`src/rtl/pc_stack.sv`:
```
// Program counter with signed relative branch and a hardware call/return stack.
// One command per rising edge, priority CLR > LD > BR > CALL > RET > IPC.
module pc_stack #(
  parameter int             W         = 8,
  parameter int             OW        = 4,
  parameter int             DEPTH     = 4,
  parameter logic [W-1:0]   RESET_VAL = '0,
  localparam int            LW        = $clog2(DEPTH + 1)
) (
  input  logic          CLK,
  input  logic          CLR,
  input  logic          IPC,
  input  logic          LD,
  input  logic          BR,
  input  logic          CALL,
  input  logic          RET,
  input  logic [W-1:0]  D,
  input  logic [OW-1:0] OFS,
  output logic [W-1:0]  Q,
  output logic [LW-1:0] LVL,
  output logic          FULL,
  output logic          EMPTY,
  output logic          ERR
);

  localparam int AW = (DEPTH > 1) ? $clog2(DEPTH) : 1;

  logic [W-1:0]  stack_mem [DEPTH];
  logic [W-1:0]  q_next;
  logic [LW-1:0] lvl_next;
  logic          err_next;
  logic          push;
  logic [W-1:0]  ofs_ext;
  logic [W-1:0]  ret_addr;
  logic [W-1:0]  top_val;
  logic [LW-1:0] top_lvl;
  logic [AW-1:0] push_idx;
  logic [AW-1:0] top_idx;

  assign FULL     = (LVL == LW'(DEPTH));
  assign EMPTY    = (LVL == '0);
  assign ofs_ext  = W'($signed(OFS));
  assign ret_addr = Q + W'(1);
  assign top_lvl  = LVL - LW'(1);
  assign push_idx = AW'(LVL);
  assign top_idx  = AW'(top_lvl);
  assign top_val  = stack_mem[top_idx];

  always_comb begin
    q_next   = Q;
    lvl_next = LVL;
    err_next = ERR;
    push     = 1'b0;
    if (CLR) begin
      q_next   = RESET_VAL;
      lvl_next = '0;
      err_next = 1'b0;
    end else if (LD) begin
      q_next = D;
    end else if (BR) begin
      q_next = Q + ofs_ext;
    end else if (CALL) begin
      if (FULL) begin
        err_next = 1'b1;
      end else begin
        push     = 1'b1;
        q_next   = D;
        lvl_next = LVL + LW'(1);
      end
    end else if (RET) begin
      if (EMPTY) begin
        err_next = 1'b1;
      end else begin
        q_next   = top_val;
        lvl_next = top_lvl;
      end
    end else if (IPC) begin
      q_next = Q + W'(1);
    end
  end

  always_ff @(posedge CLK) begin
    Q   <= q_next;
    LVL <= lvl_next;
    ERR <= err_next;
  end

  // Storage is never cleared; only LVL decides which entries are meaningful.
  always_ff @(posedge CLK) begin
    if (push) stack_mem[push_idx] <= ret_addr;
  end

endmodule

```
`config.mk`:
```
export PLATFORM = sky130hd
export DESIGN_NAME = pc_stack
export DESIGN_NICKNAME = d
export VERILOG_FILES = /design/src/rtl/pc_stack.sv
export SDC_FILE = /design/constraint.sdc
export NUM_CORES = 1
export LEC_CHECK = 0
export BUFFER_PORTS_ARGS = -buffer_cell sky130_fd_sc_hd__buf_2
export CORE_ASPECT_RATIO = 2
export CORE_MARGIN = 3
export CORE_UTILIZATION = 53
export DETAILED_ROUTE_END_ITERATION = 8
export PLACE_DENSITY_LB_ADDON = 0.3
export SLEW_MARGIN = 10
export SYNTH_ARGS = -nofsm -noshare
export SYNTH_HDL_FRONTEND = slang
export SYNTH_SLANG_ARGS = --single-unit
```
`constraint.sdc`:
```
create_clock -name CLK -period 2.7 [get_ports CLK]
set_input_delay 0.54 -clock CLK [delete_from_list [all_inputs] [get_ports CLK]]
set_output_delay 0.54 -clock CLK [all_outputs]
set_load 0.005 [all_outputs]
```
* Word-level counts from Yosys, hierarchy flattened *
Memory sizes are Yosys's and may differ from the RTL's.
Cells that the tools add are included.

operators by class
  add/sub/neg operators = 4
  equal/unequal tests = 6
  mux-type cells = 22
  bitwise gates (word level) = 2
  reduce and logical (&&, ||, !) cells = 7

operators with widths
  cell                                                                count
  8-bit 2-to-1 mux                                                    7
  3-bit 2-to-1 mux                                                    4
  1-bit 2-to-1 mux                                                    11
  5-bit AND reduction                                                 2
  8-bit by 1-bit adder with 8-bit output, second input constant       1
  8-bit adder                                                         1
  2-bit inequality test, second input constant                        3
  5-bit inequality test, second input constant                        1
  5-bit nonzero test                                                  1
  4-bit inequality test, second input constant                        1
  2-bit nonzero test                                                  2
  3-bit by 1-bit adder with 3-bit output, second input constant       1
  3-bit == test, second input constant                                1
  3-bit zero test                                                     1
  3-bit AND reduction                                                 1
  3-bit by 1-bit subtractor with 3-bit output, second input constant  1
  1-bit NOT                                                           2

storage, ports and cells
  flip-flop bits (word level) = 12
  bits in writable memories = 32
  bits of input ports = 19
  output and inout port bits = 14
  logic and storage cells = 45
  memories kept = 1

memory list
  memory     depth  width  read ports  clocked after Yosys merged registers in  wr ports  RTL line  text
  stack_mem  4      8      1           0                                        1         28        logic [W-1:0] stack_mem [DEPTH];

* Depth between registers and ports, before layout *
Gate-level depths: netlist (run 1).

  depth after elaboration = 8
  depth in mapped cells = 8
  gate-level depth less buffers = 8

* Least setup slack after synthesis (run 1) *
No wires, ideal clock.

  kind = input to register
  start = input port OFS[0]
  end = register Q[6]
  library setup time = 0.137 ns
  arrival time = 2.228 ns
  data required time = 2.563 ns
  path slack = 0.335 ns
  cell stages on the path = 8
  path buffers = 0
  cells stage by stage = ha_1 inv_1 fa_1 nand2b_1 a21oi_1 mux2_2 a2111oi_0 a211oi_1

on the way
  word-level cells in the longest chain between the ends = 3

RTL lines
  item                  RTL line  text
  start, declared       18        input logic [OW-1:0] OFS,
  8-bit adder           61        q_next = Q + ofs_ext;
  8-bit 2-to-1 mux      60        end else if (BR) begin
  8-bit 2-to-1 mux      58        end else if (LD) begin
  end signal, assigned  83        Q <= q_next;
  end, declared         19        output logic [W-1:0] Q,

No other way between the ends.
A chain may end at the register's enable or synchronous reset.

* Worst setup path in the final report (run 1) *
  start = register Q[0]
  end = register Q[6]

on the way
  word-level cells in the longest chain between the ends = 6
  elaborated cells between the ends (all ways) = 7
  those cells by class = add/sub (2); mux (5)

RTL lines
  item                                    RTL line  text
  8-bit by 1-bit adder with 8-bit output  78        q_next = Q + W'(1);
  8-bit 2-to-1 mux                        77        end else if (IPC) begin
  8-bit 2-to-1 mux                        70        end else if (RET) begin
  8-bit 2-to-1 mux                        62        end else if (CALL) begin
  8-bit 2-to-1 mux (*)                    60
  8-bit 2-to-1 mux (*)                    58

Every way passes the cells marked *; elsewhere a longest branch is shown, timed or not. The select of a mux whose other input is x is not followed.

==> results.md, run 1 <==
- Mux share of post-synthesis cell area: 0.0932
- Final setup skew: 0.00866 ns
- CTS resizes: 0
- RSZ-0062 raised after global routing: no
- Final Cell Area: 2920 um^2
- DRT iter0 DRCs: 80
- CP Max Fanout: 3
- Yosys reg bits: 44
- DR DRC count: 0
- Global-route wire length before repair: 9890 um
- Share of the synthesized area in the top cell type: 0.371
- Setup violators final: 0
- Area Overhead vs Synth: 12.7%
- Slowest stage cell, crit path: a2111oi_0
- Sequential element share of the synthesized area: 0.464
- Mapped Avg Cell Area: 11.3 um^2
- Synth Area in Simple Gates: 0.146
- Status: finished, final reports clean
- Synth unique cells: 52
- GPL Wtd Cong: 0.974
- DR pass1 iterations: 4
- Gr usage total: 0.222
- Min Tclk post-route: 2.38 ns
- Area leader, netlist: edfxtp_1
- H-tree Lvls: 2
- Rel. slew slack: 0.664
- GRT overflow: 0
- P_leak: 1.14 nW
- I/O Buffers: 32
- Clk Latency, worst-skew pair: 0.30 ns
- Routed vias/inst: 6.17
- EDFF count, synth: 32
- Final hold viol count: 0
- Synth Cell Area: 2590 um^2
- Dpl hpwl: 4640 um
- Die area: 5810 um^2
- Setup CP Type: reg -> reg
- Root buf cell: clkbuf_8
- Setup WS pre-CTS: 0.0737 ns
- Hold Path Class: reg -> reg
- Layout cells sized above 1: 0.226
- Vias in the first global route: 2054
- Post-place instance area: 2810 um^2
- Worst EP required: 2.88 ns
- Antenna Nets Post-Route: 0
- Post-route setup TNS: 0 ns
- Most numerous cell in the Yosys netlist: edfxtp_1
- Final period util: 0.880
- YS warnings: 0
- Synth Area in XOR/XNOR: 0.0406
- Slew @ Worst Pin: 0.492 ns
- Initial antenna violation count: 0
- PwrDens: 551 nW/um^2
- Maximum number of pins on one net before global-route repair: 19
- Register clock-pin slew on the reported worst setup and hold paths: 0.09 ns
- Starting Density: 0.553
- Clock buffer depth: 2
- TritonCTS Sinks: 44
- Setup crit start kind: flop
- Vias after detailed routing: 1981
- Slew Viols, Final: 0
- CP Data Arrival Time: 2.56 ns
- Ant diodes: 0
- CP endpoint kind: flop
- Core area: 4690 um^2
- Peak Freq: 421 MHz
- Hold-fix buffers, CTS: 0
- Gate Count Post-Synth: 229
- Most instantiated cells after synthesis: edfxtp_1, nand2_1, nor2_1
- Total CTS buffers: 5
- Die Width: 55.4 um
- Complex-gate fraction of the synthesized area: 0.141
- Max-cap violations: 0
- Cells along the critical path: ha_1, inv_1, fa_1, nand2b_1, a21oi_1, mux2_2, a2111oi_0, a211oi_1
- Post-CTS setup buffers: 0
- Routed length per instance: 19.1 um
- Syn Nets: 262
- Largest family of logic cells by synthesized area: simple AND/OR/NAND/NOR gates
- I/O Pins: 33
- Post-route setup slack: 0.323 ns
- WHS: 0.512 ns
- CTS tree: done
- Async S/R FF share, synth: 0
- Die span in y: 105 um
- FP Rows: 35
- Slowest stage delay, CP: 0.41 ns
- Synth Area in Adders: 0.0705
- Area contributors post-synth: edfxtp_1, dfxtp_1, ha_1
- Final #Nets: 298
- Fillers: 392
- Routed WL: 6130 um
- Worst vdd ir: 0.000433 V
- Synth Flop Type: edfxtp_1
[layout by cell type, fill, tap and decap left out, types with 3 or more instances in the layout]
master and count:
o31ai_1 3, ha_1 13, clkbuf_8 5, mux4_2 3, xnor2_1 10, nor2b_1 3, buf_2 32, edfxtp_1 32
a21oi_1 15, nor2_1 17, and2_1 6, or3_1 4, nand2b_1 3, dfxtp_1 12, buf_4 6, o21ai_0 7
nand3_1 8, a31oi_1 3, o22ai_1 4, a2111oi_0 3, nand2_1 18, mux4_1 5, inv_1 16
[sequential cells by signal (all words and copies together), names as in the netlist]
register and flops:
LVL 3, ERR 1, Q 8, stack_mem 32
[report_power, final]
group	switching (W)	internal (W)	leakage, nW	total, W
clock	0.000232	0.000274	0.0558	0.000506
combinational	0.000181	0.000143	0.695	0.000324
sequential	0.0000264	0.000754	0.390	0.000780
total	0.000439	0.00117	1.14	0.00161
[final cells by class]
type	instances	area [um^2]	share of cell area
multi-input combinational	160	1270	0.436
timing repair buffer	38	205	0.0702
tap	55	68.8	0.0236
inverter	16	60.1	0.0206
clock inverter	3	42.5	0.0146
sequential	44	1200	0.411
clock buffer	5	68.8	0.0236
[routing by layer]
layer	up-vias	global-route usage	routed length [um]
met5	-	0	0
met4	0	0.141	337
met3	29	0.0358	275
met2	86	0.409	3340
met1	933	0.223	2170
li1	933	-	-
[worst max-delay path, delay by kind of cell, from the launching register on]
family	cells	cell delay, ns
DFF	1	0.36
and+or+nand+nor	1	0.18
adders and majority gates	2	0.57
muxes	1	0.35
AOI/OAI and AO/OA	3	0.73
buffers and inverters	1	0.06
[kinds of logic after synthesis]
group	Yosys count
AO/OA/AOI/OAI	49
XOR/XNOR	12
adder cells (fa/ha/maj)	14
buffers and inverters	25
flip-flops	44
multiplexers	12
AND/OR/NAND/NOR	73
[through the flow]
stage / total power (W) / util / instances
after floorplan: 0.00101 / - / 229
after global placement: 0.00111 / 0.600 / 313
after detailed placement: 0.00112 / 0.600 / 313
after CTS: 0.00163 / 0.623 / 321
after global routing: 0.00169 / 0.623 / 321
final: 0.00161 / 0.623 / 321
[final timing paths]
check                           slack [ns]  cells past startpoint              start           endpoint
worst min register to register        0.51                      2   ERR$_SDFFE_PP0P_   ERR$_SDFFE_PP0P_
worst max-delay path                  0.32                      8  Q[0]$_SDFFE_PP0P_  Q[6]$_SDFFE_PP0P_
worst max register to register        0.32                      8  Q[0]$_SDFFE_PP0P_  Q[6]$_SDFFE_PP0P_
worst min-delay path                  0.51                      2   ERR$_SDFFE_PP0P_   ERR$_SDFFE_PP0P_
Note: power is estimated with default switching activity, not from simulation.
==> inputs of run 2 (changes only) <==
- ABC_AREA: default -> 1
- ABC_CLOCK_PERIOD_IN_PS: default -> 2700
- CTS_BUF_LIST: default -> sky130_fd_sc_hd__clkbuf_8
==> results.md, run 2 <==
- Status: finished, final reports clean (unchanged)
- Worst hold start: CLR (was ERR$_SDFFE_PP0P_)
- Hold-fix buffers, CTS: 0 (unchanged)
- GRT overflow: 0 (unchanged)
- Area Overhead vs Synth: 13.8% (was 12.7%)
- Root buf cell: clkbuf_8 (unchanged)
- Clk Latency, worst-skew pair: 0.29 ns (was 0.30 ns)
- Synth Cell Area: 2550 um^2 (was 2590 um^2)
- Most common cell after layout, fill and taps aside: nand2_1
- Routed vias/inst: 5.49 (was 6.17)
- Worst EP required: 2.89 ns (was 2.88 ns)
- Routed length per instance: 15.3 um (was 19.1 um)
- Setup CP Type: reg -> reg (unchanged)
- Global-route wire length before repair: 10400 um (was 9890 um)
- Hold Crit Endpoint: ERR$_SDFFE_PP0P_ (unchanged)
- CP endpoint kind: flop (unchanged)
- Post-route setup TNS: 0 ns (unchanged)
- Slew Viols, Final: 0 (unchanged)
- Mapped Avg Cell Area: 8.38 um^2 (was 11.3 um^2)
- Worst vdd ir: 0.000389 V (was 0.000433 V)
- Final non-filler cell total: 399 (was 321)
- Routed WL: 6090 um (was 6130 um)
- Gate Count Post-Synth: 305 (was 229)
- Layout cells sized above 1: 0.174 (was 0.226)
- CTS resizes: 0 (unchanged)
- Reg2Reg Capture Point: Q[4]$_SDFFE_PP0P_ (was Q[6]$_SDFFE_PP0P_)
- I/O Buffers: 32 (unchanged)
- CP Data Arrival Time: 2.06 ns (was 2.56 ns)
- Hold Path Class: in -> reg (was reg -> reg)
- Peak Freq: 537 MHz (was 421 MHz)
- H-tree Lvls: 2 (unchanged)
- YS warnings: 0 (unchanged)
- Max-cap violations: 0 (unchanged)
- Final #Nets: 376 (was 298)
- Ant diodes: 0 (unchanged)
- Gr usage total: 0.244 (was 0.222)
- Total CTS buffers: 5 (unchanged)
- Maximum number of pins on one net before global-route repair: 21 (was 19)
- R2r startpoint: Q[0]$_SDFFE_PP0P_ (unchanged)
- R2R Setup Slk: 0.84 ns (was 0.32 ns)
- Biggest register: stack_mem (unchanged)
- DR pass1 iterations: 4 (unchanged)
- Reg2Reg Depth: 10 (was 8)
- Area contributors post-synth: edfxtp_1, nand2_1, dfxtp_1 (was edfxtp_1, dfxtp_1, ha_1)
- I/O Pins: 33 (unchanged)
- Most instantiated cells after synthesis: nand2_1, nor2_1, edfxtp_1 (was edfxtp_1, nand2_1, nor2_1)
- Placed Instances: 391 (was 313)
- GPL Wtd Cong: 0.880 (was 0.974)
- Setup crit start kind: flop (unchanged)
- Share of the synthesized area in the top cell type: 0.376 (was 0.371)
- Die span in y: 104 um (was 105 um)
- CP Max Fanout: 6 (was 3)
- DRT iter0 DRCs: 75 (was 80)
- Post-CTS setup buffers: 0 (unchanged)
- Synth unique cells: 32 (was 52)
- Core area: 4640 um^2 (was 4690 um^2)
- Min Tclk post-route: 1.86 ns (was 2.38 ns)
- Final setup skew: 0.00912 ns (was 0.00866 ns)
- Area leader, netlist: edfxtp_1 (unchanged)
- Hold Path Depth: 2 (unchanged)
- Synth Flop Type: edfxtp_1 (unchanged)
- Async S/R FF share, synth: 0 (unchanged)
- Slew @ Worst Pin: 0.450 ns (was 0.492 ns)
- Dpl hpwl: 4790 um (was 4640 um)
- Sequential element share of the synthesized area: 0.470 (was 0.464)
- Die Width: 55.1 um (was 55.4 um)
- PwrDens: 555 nW/um^2 (was 551 nW/um^2)
- CTS tree: done (unchanged)
- Setup violators final: 0 (unchanged)
- Clock buffer depth: 2 (unchanged)
- Most frequent cells in the layout: nand2_1, nor2_1, buf_2, edfxtp_1, nand3_1 (was buf_2, edfxtp_1, nand2_1)
- Final core utilization: 0.626 (was 0.623)
- Initial antenna violation count: 0 (unchanged)
- TritonCTS Sinks: 44 (unchanged)
- Starting Density: 0.550 (was 0.553)
- Register clock-pin slew on the reported worst setup and hold paths: 0.09 ns (about the same)
- Rel. slew slack: 0.698 (was 0.664)
- FP Rows: 35 (unchanged)
- Syn Nets: 338 (was 262)
- Yosys reg bits: 44 (unchanged)
- EDFF count, synth: 32 (unchanged)
- DR DRC count: 0 (unchanged)
- RSZ-0062 raised after global routing: no (unchanged)
- Final hold viol count: 0 (unchanged)
- P_leak: 1.26 nW (was 1.14 nW)
- Top Registers: stack_mem: 32 flops, Q: 8 flops, LVL: 3 flops (unchanged)
- Final period util: 0.690 (was 0.880)
- Antenna Nets Post-Route: 0 (unchanged)
- Vias in the first global route: 2204 (was 2054)
- Die area: 5740 um^2 (was 5810 um^2)
- Most numerous cell in the Yosys netlist: nand2_1 (was edfxtp_1)
- Max reg flops: 32 (unchanged)
- Vias after detailed routing: 2190 (was 1981)
==> run 2: changes by cell type in the layout (fill, tap and decap cells not counted), sizes merged, moves of 5 or more <==
| cell | previous run | this run |
|---|---|---|
| o21ai | 7 | 23 |
| and2 | 6 | 1 |
| mux4 | 8 | 0 |
| inv | 16 | 31 |
| nand2 | 18 | 70 |
| or3 | 5 | 0 |
| a21oi | 15 | 21 |
| nor2 | 18 | 37 |
| nand3 | 8 | 27 |
| xnor2 | 10 | 5 |
==> run 2: layer usage <==
| metal | GRT usage | wire length (um) | share of wire |
|---|---|---|---|
| met2 | 0.439 | 3550 | 0.58 |
| met3 | 0.0201 | 146 | 0.024 |
| met4 | 0.0991 | 202 | 0.033 |
| met5 | 0 | 0 | 0 |
| met1 | 0.273 | 2190 | 0.36 |
==> run 2: where the power goes <==
group          switching, W  internal, W
sequential        0.0000269     0.000754
clock              0.000232     0.000274
combinational      0.000201     0.000124
total              0.000460      0.00115
==> run 2: kinds of logic after synthesis <==
group | count (synthesis) | share of synthesized area
XOR/XNOR | 9 | 0.0308
buffers and inverters | 39 | 0.0627
flip-flops | 44 | 0.470
adder cells (fa/ha/maj) | 14 | 0.0715
AND/OR/NAND/NOR | 144 | 0.244
AO/OA/AOI/OAI | 55 | 0.121
==> run 2: area by class of cell <==
type                    count  area, um^2
fillers                   411        1740
clock buffers               5        68.8
flip-flops and latches     44        1200
inverters                  31         119
clock inverters             3        42.5
well taps                  55        68.8
multi-input cells         222        1190
repair buffers             39         213
==> run 2: how the worst max path moves through the flow <==
| stage | slack, ns | from | endpoint | depth (start not counted) |
|---|---|---|---|---|
| global route | 0.63 | Q[2]$_SDFFE_PP0P_ | Q[7]$_SDFFE_PP0P_ | 10 |
| finish | 0.84 | Q[0]$_SDFFE_PP0P_ | Q[4]$_SDFFE_PP0P_ | 10 |
| CTS | 0.83 | Q[0]$_SDFFE_PP0P_ | Q[4]$_SDFFE_PP0P_ | 10 |
| global placement | 0.75 | OFS[0] | Q[4]$_SDFFE_PP0P_ | 11 |
| floorplan | 0.67 | LVL[0]$_SDFFE_PP0P_ | stack_mem[1][0]$_DFFE_PP_ | 7 |
| detailed placement | 0.69 | OFS[2] | Q[7]$_SDFFE_PP0P_ | 11 |
==> run 2: stage by stage <==
step / power, W / setup WS, ns / instance area (um^2) / hold slack, ns
floorplan: 0.00101 / 0.672 / 2550 / 0.461
global placement: 0.00111 / 0.747 / 2800 / 0.476
detailed placement: 0.00112 / 0.689 / 2800 / 0.486
CTS: 0.00161 / 0.827 / 2910 / 0.445
global route: 0.00170 / 0.628 / 2910 / 0.443
finish: 0.00161 / 0.836 / 2910 / 0.451
==> run 2: worst max-delay path: stages (launching register included) <==
cell	delay [ns]
dfxtp_1	0.45
ha_1	0.20
inv_1	0.05
fa_1	0.42
o21ai_0	0.21
and2_1	0.15
nor2_1	0.04
nor2_1	0.08
nand2_1	0.05
nand2_1	0.06
a21oi_1	0.06
==> inputs of run 3 (changes only) <==
- ABC_CLOCK_PERIOD_IN_PS: 2700 -> 1800
- clock period: 2.7 -> 1.8 ns (I/O delays scaled with it)
==> results.md, run 3 (synthesis gave the netlist of run 2 again) <==
- CTS tree: done (unchanged)
- Rel. slew slack: 0.748 (was 0.698)
- Sequential cell area: 1200 um^2 (about the same)
- Met2 wire len: 3690 um (was 3550 um)
- Total CTS buffers: 5 (unchanged)
- Final setup skew: 0.00979 ns (was 0.00912 ns)
- FP Rows: 35 (unchanged)
- Top Layer Used: met4 (unchanged)
- Clock buffer depth: 2 (unchanged)
- Slowest stage delay, CP: 0.35 ns (was 0.45 ns)
- Maximum number of pins on one net before global-route repair: 21 (unchanged)
- Worst vdd ir: 0.000707 V (was 0.000389 V)
- Status: finished, final reports clean (unchanged)
- Hold Path Class: in -> reg (unchanged)
- GRT overflow: 0 (unchanged)
- CP Buf/Inv Count: 3 (was 1)
- GPL Wtd Cong: 0.906 (was 0.880)
- Met1 WL: 2220 um (was 2190 um)
- Dpl hpwl: 4890 um (was 4790 um)
- Die span in y: 104 um (unchanged)
- Global-route wire length before repair: 10500 um (was 10400 um)
- Die Width: 55.1 um (unchanged)
- Slew @ Worst Pin: 0.377 ns (was 0.450 ns)
- CP endpoint kind: flop (unchanged)
- Most frequent cells in the layout: nand2_1, buf_2, edfxtp_1 (was nand2_1, nor2_1, buf_2, edfxtp_1, nand3_1)
- CP Data Arrival Time: 1.92 ns (was 2.06 ns)
- I/O Pins: 33 (unchanged)
- Slew Viols, Final: 0 (unchanged)
- H-tree Lvls: 2 (unchanged)
- Final core utilization: 0.661 (was 0.626)
- Vias in the first global route: 2341 (was 2204)
- Most common cell after layout, fill and taps aside: nand2_1 (unchanged)
- Core area: 4640 um^2 (unchanged)
- Peak Freq: 591 MHz (was 537 MHz)
- Final period util: 0.940 (was 0.690)
- I/O Buffers: 32 (unchanged)
- Routed WL: 6400 um (was 6090 um)
- Setup violators final: 0 (unchanged)
- Slowest stage cell, crit path: fa_2 (was dfxtp_1)
- Clk Latency, worst-skew pair: 0.29 ns (about the same)
- Setup crit start kind: flop (unchanged)
- Final hold viol count: 0 (unchanged)
- Initial antenna violation count: 0 (unchanged)
- P_leak: 1.34 nW (was 1.26 nW)
- Die area: 5740 um^2 (unchanged)
- Starting Density: 0.550 (unchanged)
- Fillers: 400 (was 411)
- Placed Instances: 405 (was 391)
- Area Overhead vs Synth: 20.1% (was 13.8%)
- Final non-filler cell total: 415 (was 399)
- Layout cells sized above 1: 0.242 (was 0.174)
- Gr usage total: 0.247 (was 0.244)
- Final #Nets: 392 (was 376)
- Cell repeated most along the worst path: nand3_1
- Ant diodes: 0 (unchanged)
- Max-cap violations: 0 (unchanged)
- Setup CP Type: reg -> reg (unchanged)
- Post-route setup TNS: 0 ns (unchanged)
- WL met3: 268 um (was 146 um)
- TritonCTS Sinks: 44 (unchanged)
- CP Max Fanout: 2 (was 6)
- Family with the most delay on the worst path: adder cells (unchanged)
- Min Tclk post-route: 1.69 ns (was 1.86 ns)
- Vias after detailed routing: 2313 (was 2190)
- Cells along the critical path: ha_1, inv_1, fa_2, buf_4, inv_1, nand2_1, nand3_1, nand2_1, nand3_1, nand3_1, a21oi_1 (was ha_1, inv_1, fa_1, o21ai_0, and2_1, nor2_1, nor2_1, nand2_1, nand2_1, a21oi_1)
- Biggest register: stack_mem (unchanged)
- Max reg flops: 32 (unchanged)
- Worst EP required: 2.03 ns (was 2.89 ns)
- DR DRC count: 0 (unchanged)
- Top Registers: stack_mem: 32 flops, Q: 8 flops, LVL: 3 flops (unchanged)
- DRT iter0 DRCs: 95 (was 75)
- Routed length per instance: 15.4 um (was 15.3 um)
- DR pass1 iterations: 5 (was 4)
- Antenna Nets Post-Route: 0 (unchanged)
- Register clock-pin slew on the reported worst setup and hold paths: 0.08 ns (was 0.09 ns)
- Multi-input logic area: 1260 um^2 (was 1190 um^2)
- PwrDens: 761 nW/um^2 (was 555 nW/um^2)
- Root buf cell: clkbuf_8 (unchanged)
- Routed vias/inst: 5.57 (was 5.49)
run 3: per-layer routing:
layer / up-vias / track usage
li1: 1137 / -
met1: 1071 / 0.260
met2: 82 / 0.457
met3: 23 / 0.0244
met4: 0 / 0.104
met5: - / 0
run 3: power breakdown:
group          switching (W)  total, W  internal, W
clock               0.000328  0.000592     0.000264
combinational       0.000353  0.000592     0.000238
sequential         0.0000194   0.00115      0.00113
run 3: path summary, 6_finish.rpt:
path / start / endpoint / slack, ns / cells after the start
setup / recovery: Q[0]$_SDFFE_PP0P_ / Q[6]$_SDFFE_PP0P_ / 0.11 / 11
hold reg to reg: ERR$_SDFFE_PP0P_ / ERR$_SDFFE_PP0P_ / 0.49 / 2
setup reg to reg: Q[0]$_SDFFE_PP0P_ / Q[6]$_SDFFE_PP0P_ / 0.11 / 11
hold / removal: CLR / Q[0]$_SDFFE_PP0P_ / 0.29 / 2
run 3: layout make-up:
class | count | share of cell area
Timing Repair Buffer | 55 | 0.108
Multi-Input combinational cell | 222 | 0.409
Tap cell | 55 | 0.0224
Inverter | 31 | 0.0404
Clock buffer | 5 | 0.0224
Sequential cell | 44 | 0.392
Clock inverter | 3 | 0.00489
run 3: repair_timing:
item                                    CTS  global route
buffers inserted                          0             2
hold buffers                              0             0
endpoints found under the setup margin    0             8
resized for setup                         0             7
run 3: metrics by stage:
stage               hold slack, ns  total power [W]  setup WS, ns  cell area (um^2)
finish                       0.293          0.00234         0.108              3070
floorplan                    0.429          0.00154       -0.0425              2620
global placement             0.450          0.00173        0.0482              2950
detailed placement           0.476          0.00174     -0.000883              2950
global route                 0.290          0.00246       -0.0314              3070
CTS                          0.290          0.00232        0.0777              3040
